**config.mk**
```make
export PLATFORM = sky130hd
export DESIGN_NAME = reg_to_apb
export DESIGN_NICKNAME = d
export VERILOG_FILES = /design/src/rtl/reg_to_apb.sv
export SDC_FILE = /design/constraint.sdc
export NUM_CORES = 1
export LEC_CHECK = 0
export BUFFER_PORTS_ARGS = -buffer_cell sky130_fd_sc_hd__buf_2
export CAP_MARGIN = 25
export CORE_AREA = 2 2 123 125
export DETAILED_ROUTE_END_ITERATION = 10
export DIE_AREA = 0 0 125 127
export SETUP_SLACK_MARGIN = 0.3
export SLEW_MARGIN = 30
export SYNTH_ARGS = -nofsm -noshare
export SYNTH_HDL_FRONTEND = slang
export SYNTH_SLANG_ARGS = --single-unit
```
**constraint.sdc**
```tcl
create_clock -name clk_i -period 2.2 [get_ports clk_i]
set_clock_uncertainty 0.05 [all_clocks]
set_input_delay 0.22 -clock clk_i [delete_from_list [all_inputs] [get_ports clk_i]]
set_output_delay 0.22 -clock clk_i [all_outputs]
set_load 0.02 [all_outputs]
```
**src/rtl/reg_to_apb.sv**
```systemverilog
// ----------------------------------------------------------------------------
// reg_to_apb
//   Bridges a register-interface request/response port to a single APB4
//   completer. Every accepted register request becomes one APB SETUP/ACCESS
//   transfer. An optional timeout ends an ACCESS phase that the completer
//   never acknowledges, and returns an error response.
//
// Ports
//   clk_i      in   clock, all logic on the rising edge
//   rst_ni     in   synchronous active-low reset
//   reg_req_i  in   register request {addr, write, wdata, wstrb, valid}
//   reg_rsp_o  out  register response {rdata, error, ready}
//   psel_o     out  APB select
//   penable_o  out  APB enable (ACCESS phase)
//   pwrite_o   out  APB direction, 1 = write
//   paddr_o    out  APB address (captured request address)
//   pwdata_o   out  APB write data
//   pstrb_o    out  APB write strobes, all zero on reads
//   pprot_o    out  constant PPROT
//   prdata_i   in   APB read data
//   pready_i   in   APB ready
//   pslverr_i  in   APB error
// ----------------------------------------------------------------------------
module reg_to_apb #(
    parameter int unsigned ADDR_WIDTH     = 32,
    parameter int unsigned DATA_WIDTH     = 32,
    parameter int unsigned TIMEOUT_CYCLES = 0,
    parameter logic [2:0]  PPROT          = 3'b000,
    parameter type reg_req_t = struct packed {
        logic [ADDR_WIDTH-1:0]   addr;
        logic                    write;
        logic [DATA_WIDTH-1:0]   wdata;
        logic [DATA_WIDTH/8-1:0] wstrb;
        logic                    valid;
    },
    parameter type reg_rsp_t = struct packed {
        logic [DATA_WIDTH-1:0] rdata;
        logic                  error;
        logic                  ready;
    }
) (
    input  logic                    clk_i,
    input  logic                    rst_ni,
    input  reg_req_t                reg_req_i,
    output reg_rsp_t                reg_rsp_o,
    output logic                    psel_o,
    output logic                    penable_o,
    output logic                    pwrite_o,
    output logic [ADDR_WIDTH-1:0]   paddr_o,
    output logic [DATA_WIDTH-1:0]   pwdata_o,
    output logic [DATA_WIDTH/8-1:0] pstrb_o,
    output logic [2:0]              pprot_o,
    input  logic [DATA_WIDTH-1:0]   prdata_i,
    input  logic                    pready_i,
    input  logic                    pslverr_i
);

    localparam int unsigned STRB_WIDTH = DATA_WIDTH / 8;
    // The counter only has to reach TIMEOUT_CYCLES-1; wider is pointless.
    localparam int unsigned CNT_W = (TIMEOUT_CYCLES > 1) ? $clog2(TIMEOUT_CYCLES) : 1;
    localparam logic [CNT_W-1:0] CNT_LAST =
        CNT_W'((TIMEOUT_CYCLES == 0) ? 0 : TIMEOUT_CYCLES - 1);

    typedef enum logic [1:0] {
        IDLE,
        SETUP,
        ACCESS,
        RESP
    } state_e;

    state_e                  state_q, state_d;
    logic [ADDR_WIDTH-1:0]   addr_q,  addr_d;
    logic                    write_q, write_d;
    logic [DATA_WIDTH-1:0]   wdata_q, wdata_d;
    logic [STRB_WIDTH-1:0]   wstrb_q, wstrb_d;
    logic [CNT_W-1:0]        cnt_q,   cnt_d;
    logic [DATA_WIDTH-1:0]   rdata_q, rdata_d;
    logic                    error_q, error_d;

    always_comb begin
        // NOTE: every signal assigned here gets a default first so that no
        // path through the case statement leaves it unassigned (no latch).
        state_d = state_q;
        addr_d  = addr_q;
        write_d = write_q;
        wdata_d = wdata_q;
        wstrb_d = wstrb_q;
        cnt_d   = cnt_q;
        rdata_d = rdata_q;
        error_d = error_q;

        case (state_q)
            IDLE: begin
                if (reg_req_i.valid) begin
                    addr_d  = reg_req_i.addr;
                    write_d = reg_req_i.write;
                    wdata_d = reg_req_i.wdata;
                    // Masking at capture keeps pstrb_o a plain register.
                    wstrb_d = reg_req_i.write ? reg_req_i.wstrb : '0;
                    cnt_d   = '0;
                    state_d = SETUP;
                end
            end
            SETUP: begin
                state_d = ACCESS;
            end
            ACCESS: begin
                if (pready_i) begin
                    rdata_d = write_q ? '0 : prdata_i;
                    error_d = pslverr_i;
                    state_d = RESP;
                end else if ((TIMEOUT_CYCLES != 0) && (cnt_q == CNT_LAST)) begin
                    rdata_d = '0;
                    error_d = 1'b1;
                    state_d = RESP;
                end else if (cnt_q != '1) begin
                    cnt_d = cnt_q + CNT_W'(1);
                end
            end
            RESP: begin
                // Upstream valid is still high here; re-accepting would
                // duplicate the request, so always pass through IDLE.
                state_d = IDLE;
            end
            default: begin
                state_d = IDLE;
            end
        endcase
    end

    always_ff @(posedge clk_i) begin
        // NOTE: reset is synchronous, so it lives inside the clocked branch
        // and clk_i alone appears in the sensitivity list.
        if (!rst_ni) begin
            state_q <= IDLE;
            addr_q  <= '0;
            write_q <= 1'b0;
            wdata_q <= '0;
            wstrb_q <= '0;
            cnt_q   <= '0;
            rdata_q <= '0;
            error_q <= 1'b0;
        end else begin
            // NOTE: non-blocking assignments so every flop samples the
            // pre-edge value of its _d signal, independent of order.
            state_q <= state_d;
            addr_q  <= addr_d;
            write_q <= write_d;
            wdata_q <= wdata_d;
            wstrb_q <= wstrb_d;
            cnt_q   <= cnt_d;
            rdata_q <= rdata_d;
            error_q <= error_d;
        end
    end

    // All outputs are registers or state decodes; no APB input reaches them
    // combinationally.
    assign psel_o    = (state_q == SETUP) || (state_q == ACCESS);
    assign penable_o = (state_q == ACCESS);
    assign pwrite_o  = write_q;
    assign paddr_o   = addr_q;
    assign pwdata_o  = wdata_q;
    assign pstrb_o   = wstrb_q;
    assign pprot_o   = PPROT;

    always_comb begin
        reg_rsp_o       = '0;
        reg_rsp_o.rdata = rdata_q;
        reg_rsp_o.error = error_q;
        reg_rsp_o.ready = (state_q == RESP);
    end

endmodule

```
Word level (Yosys, flattened, before mapping)
Index checks and enable logic that the tools add are counted.
W data, S select, Z words.
- flip-flop bits (word level): 104
- latch bits: 0
- memory bits (writable): 0
- memory bits (read-only): 0
- bits of input ports: 106
- memories: 0
- add/subtract/negate cells: 0
- multipliers: 0
- divide/modulo/power cells: 0
- $lt $le $gt $ge: 0
- equal/unequal tests: 5
- shifts and indexed selects: 0
- multiplexer cells: 5
- bitwise operators: 0
- reductions and logical operators: 5
- operators with widths (cell ; count):
    $mux W32 ; 1
    $pmux W2 S4 ; 1
    $reduce_and A2 Y1 ; 3
    $eq A2 B2 Y1 const B ; 2
    $mux W2 ; 2
    $mux W4 ; 1
    $eq A2 B1 Y1 const B ; 1
    $logic_not A2 Y1 ; 1
    $ne A2 B1 Y1 const B ; 1
    $ne A2 B2 Y1 const B ; 1
    $logic_or A1 B1 Y1 ; 1

Longest topological paths before layout
- depth after elaboration: 3
- mapped depth: 8

Worst setup path before layout
OpenSTA, ideal clock, no wires.
- path type: reg-to-reg
- start: register state_q[1]
- end: register addr_q[10] (netlist: paddr_o[10])
- setup time: 0.118 ns
- data arrival time: 1.262 ns
- slack: 0.770 ns
- cell stages (with the launch flop): 9
- path buffers: 3
- cell sequence: dfxtp_1 > inv_1 > ha_1 > and2_1 > buf_6 > buf_12 > buf_12 > nand2_1 > a21boi_2
- longest elaborated chain between the ends: 2
- ends and longest elaborated chain (item ; line ; RTL):
    start, declared ; 71 ; state_e state_q, state_d;
    start signal, assigned ; 146 ; state_q <= state_d;
    $logic_not A2 Y1 ; 92 ; case (state_q)
    $reduce_and A2 Y1 (no line) ; - ;
    end signal, assigned ; 147 ; addr_q <= addr_d;
    end, declared ; 72 ; logic [ADDR_WIDTH-1:0] addr_q, addr_d;
Every way passes these cells.
A chain may end at the register's enable or synchronous reset.

Final worst setup path
- start: register state_q[0]
- end: register wstrb_q[3] (netlist: pstrb_o[3])
- longest elaborated chain between the ends: 2
- ends and longest elaborated chain (item ; line ; RTL):
    $logic_not A2 Y1 ; 92 ;
    $reduce_and A2 Y1 (no line) ; - ;
    end signal, assigned ; 150 ; wstrb_q <= wstrb_d;
    end, declared ; 75 ; logic [STRB_WIDTH-1:0] wstrb_q, wstrb_d;
Every way passes these cells.

==> impl_metrics.json <==
{
  "cap_violations": 0,
  "layout-drive-gt1-share_pct": 38.0,
  "ys_seq_area_share_pct": 48.9,
  "reg2reg_setup_slack_ns": 0.55,
  "hp-class": "in2reg",
  "post-place-ws_ns": 0.477,
  "postRouteAntennaNets": 0,
  "design.core.area_um2": 14400,
  "cp_cell_sequence": "inv_1 > ha_1 > nand2_2 > clkbuf_16 > nand2_1 > a21boi_0",
  "grt_pass1_wl_um": 18600,
  "yosys_register_bits": 104,
  "cts_root_buf": "clkbuf_16",
  "place_hpwl_um": 8150,
  "die-area_um2": 15900,
  "min_period_over_period_pct": 75.2,
  "top_usage_layer": "met2",
  "first_iter_violations": 186,
  "rr_worst_depth": 6,
  "ios": 214,
  "met1_usage_pct": 18.4,
  "setup-violations-final": 0,
  "layout_setup_ws_ns": 0.545,
  "clockBufferDepth": 2,
  "whs_endpoint": "pwdata_o[30]$_SDFFE_PN0P_",
  "synth.largest_area_cell": "dfxtp_1",
  "crit_fanout": 28,
  "drt_pre_antenna_iters": 4,
  "slowest_stage": "dfxtp_1",
  "dp_cells": 831,
  "dr_total_vias": 3887,
  "nets": 770,
  "numCtsBuffers": 9,
  "drv_slew": 0,
  "rr_startpoint": "state_q[0]$_SDFFE_PN0P_",
  "die_h_um": 127,
  "synth_area_um2": 4250,
  "cts_max_level": 3,
  "min_from": "reg_req_i[35]",
  "crit_arrival_ns": 1.88,
  "io_buffers": 210,
  "overflow": 0,
  "wl_per_cell_um": 14.2,
  "initial_core_util_pct": 29.5,
  "total_power_mw": 5.91,
  "drcViolationCount": 0,
  "clkTransAtPathRegs_ns": 0.07,
  "grt_max_degree": 107,
  "areaGrowthSynthToFinish_pct": 33.0,
  "leakage_nw": 2.53,
  "ys_warn_count": 0,
  "clock_insertion_delay_worst_skew_ns": 0.35,
  "grt_use_met2_pct": 22.3,
  "critPathCaptureType": "register",
  "hold_viol": 0,
  "cts_tree": "done",
  "rsz0062_at_grt": "no",
  "yosysUniqueCellTypes": 20,
  "hold_buffers": 0,
  "slowest_delay_ns": 0.37,
  "clock_sinks": 104,
  "fin_cells": 848,
  "vdd_drop_max_v": 0.000400,
  "outcome": "finished, final reports clean",
  "powerDensity_nw_per_um2": 1040,
  "period_minus_slack_ns": 1.65,
  "maxSlewHeadroom_pct": 58.8,
  "synth_top_area_share_pct": 48.9,
  "wirelength_um": 12000,
  "syn-instance-count": 474,
  "viasPerCell": 4.58,
  "antenna_cells": 0,
  "synthTopCellsByArea": "dfxtp_1, nand2_1, a21boi_0",
  "die_w_um": 125,
  "grtUsageMet3_pct": 4.90,
  "setup_tns_ns": 0,
  "cp-start-kind": "register",
  "cp.required_ns": 2.42,
  "gp_congestion": 0.772,
  "worstSetupPathType": "reg2reg",
  "grt_usage_pct": 14.4,
  "antenna_found_initial": 0,
  "whs_path_depth": 3,
  "syn_avg_cell_area_um2": 8.97,
  "rows": 44,
  "r2r-end": "pstrb_o[3]$_SDFFE_PN0P_",
  "worst_pin_slew_ns": 0.616,
  "max_clock_freq_ghz": 0.604,
  "first_global_vias": 3738
}
==> synthesized netlist by cell type <==
master	number
a21boi_0	55
a21boi_1	31
a21boi_2	16
and2_1	1
buf_12	2
buf_2	14
buf_4	7
buf_6	4
clkbuf_1	17
conb_1	1
dfxtp_1	104
ha_1	5
inv_1	4
mux2i_1	2
nand2_1	170
nand2_2	2
nand3_1	5
nand4b_1	32
o21ai_0	1
o22ai_1	1
==> sequential cells by signal (all words and copies together) (netlist names) <==
register,cells
paddr_o,32
pstrb_o,4
error_q,1
pwrite_o,1
rdata_q,32
pwdata_o,32
state_q,2
==> routing by layer <==
metal	wire (um)	share of wire (%)	vias to the layer above
met3	1120	9.3	11
met2	5360	45	168
li1	-	-	1932
met4	185	1.5	0
met5	0	0	-
met1	5370	45	1776
==> logic make-up after synthesis <==
| family | after synthesis | synth area share (%) |
|---|---|---|
| flip-flops | 104 | 48.9 |
| buffers and inverters | 48 | 6.74 |
| AND/OR/NAND/NOR | 210 | 22.6 |
| AO/OA/AOI/OAI | 104 | 19.7 |
| other | 1 | 0.0882 |
| multiplexers | 2 | 0.471 |
| adder cells (fa/ha/maj) | 5 | 1.47 |
==> how the worst max path moves through the flow <==
stage                            startpoint  cells after the start  slack (ns)                   endpoint
global placement    state_q[0]$_SDFFE_PN0P_                      6        0.57    pstrb_o[3]$_SDFFE_PN0P_
global route        state_q[0]$_SDFFE_PN0P_                      6        0.33  pwdata_o[15]$_SDFFE_PN0P_
detailed placement  state_q[0]$_SDFFE_PN0P_                      6        0.48    pstrb_o[1]$_SDFFE_PN0P_
finish              state_q[0]$_SDFFE_PN0P_                      6        0.55    pstrb_o[3]$_SDFFE_PN0P_
floorplan           state_q[1]$_SDFFE_PN0P_                      8        0.77   paddr_o[10]$_SDFFE_PN0P_
CTS                   pwrite_o$_SDFFE_PN0P_                      1        0.32                   pwrite_o
==> where the power goes <==
group          switching [mW]  internal [mW]
logic                    1.32          0.698
registers               0.180           2.19
clock network           0.742          0.777
==> what timing repair did <==
| item | 4_1_cts | 5_1_grt |
|---|---|---|
| endpoints found under the setup margin | 0 | 3 |
| endpoints found under the hold margin | 0 | 0 |
| setup buffers | 0 | 0 |
| resized for setup | 0 | 2 |
==> final cells by class <==
cell class | instances | area (um^2)
fill | 1465 | 8770
sequential | 104 | 2080
multi-input combinational | 324 | 1900
timing repair buffer | 216 | 1150
tap | 184 | 230
clock buffer | 9 | 225
clock inverter | 7 | 57.6
inverter | 4 | 15.0
==> worst max-delay path: cells and delay by family, from the launching register on <==
family          cells  cell delay [ns]
compound gates      1             0.15
flops               1             0.37
simple gates        2             0.35
fa+ha+maj           1             0.25
buf+inv             2             0.40
==> cell usage in the layout (no fill, tap or decap), drive strengths merged <==
master,netlist,layout
a21boi,102,102
nand2,172,172
o21ai,1,1
clkinvlp,0,3
ha,5,5
buf,27,215
conb,1,3
nand4b,32,32
clkbuf,17,10
and2,1,1
mux2i,2,2
o22ai,1,1
inv,4,5
nand3,5,5
dfxtp,104,104
clkinv,0,3
==> through the flow <==
stage | utilization (%) | hold slack [ns] | area (um^2)
after global placement | 37.1 | 0.384 | 5350
after CTS | 39.0 | 0.0347 | 5630
final | 39.2 | 0.0498 | 5660
after global routing | 39.2 | 0.0488 | 5660
after floorplan | - | 0.305 | 4260
after detailed placement | 37.1 | 0.392 | 5350
(Power assumes the default switching activity.)
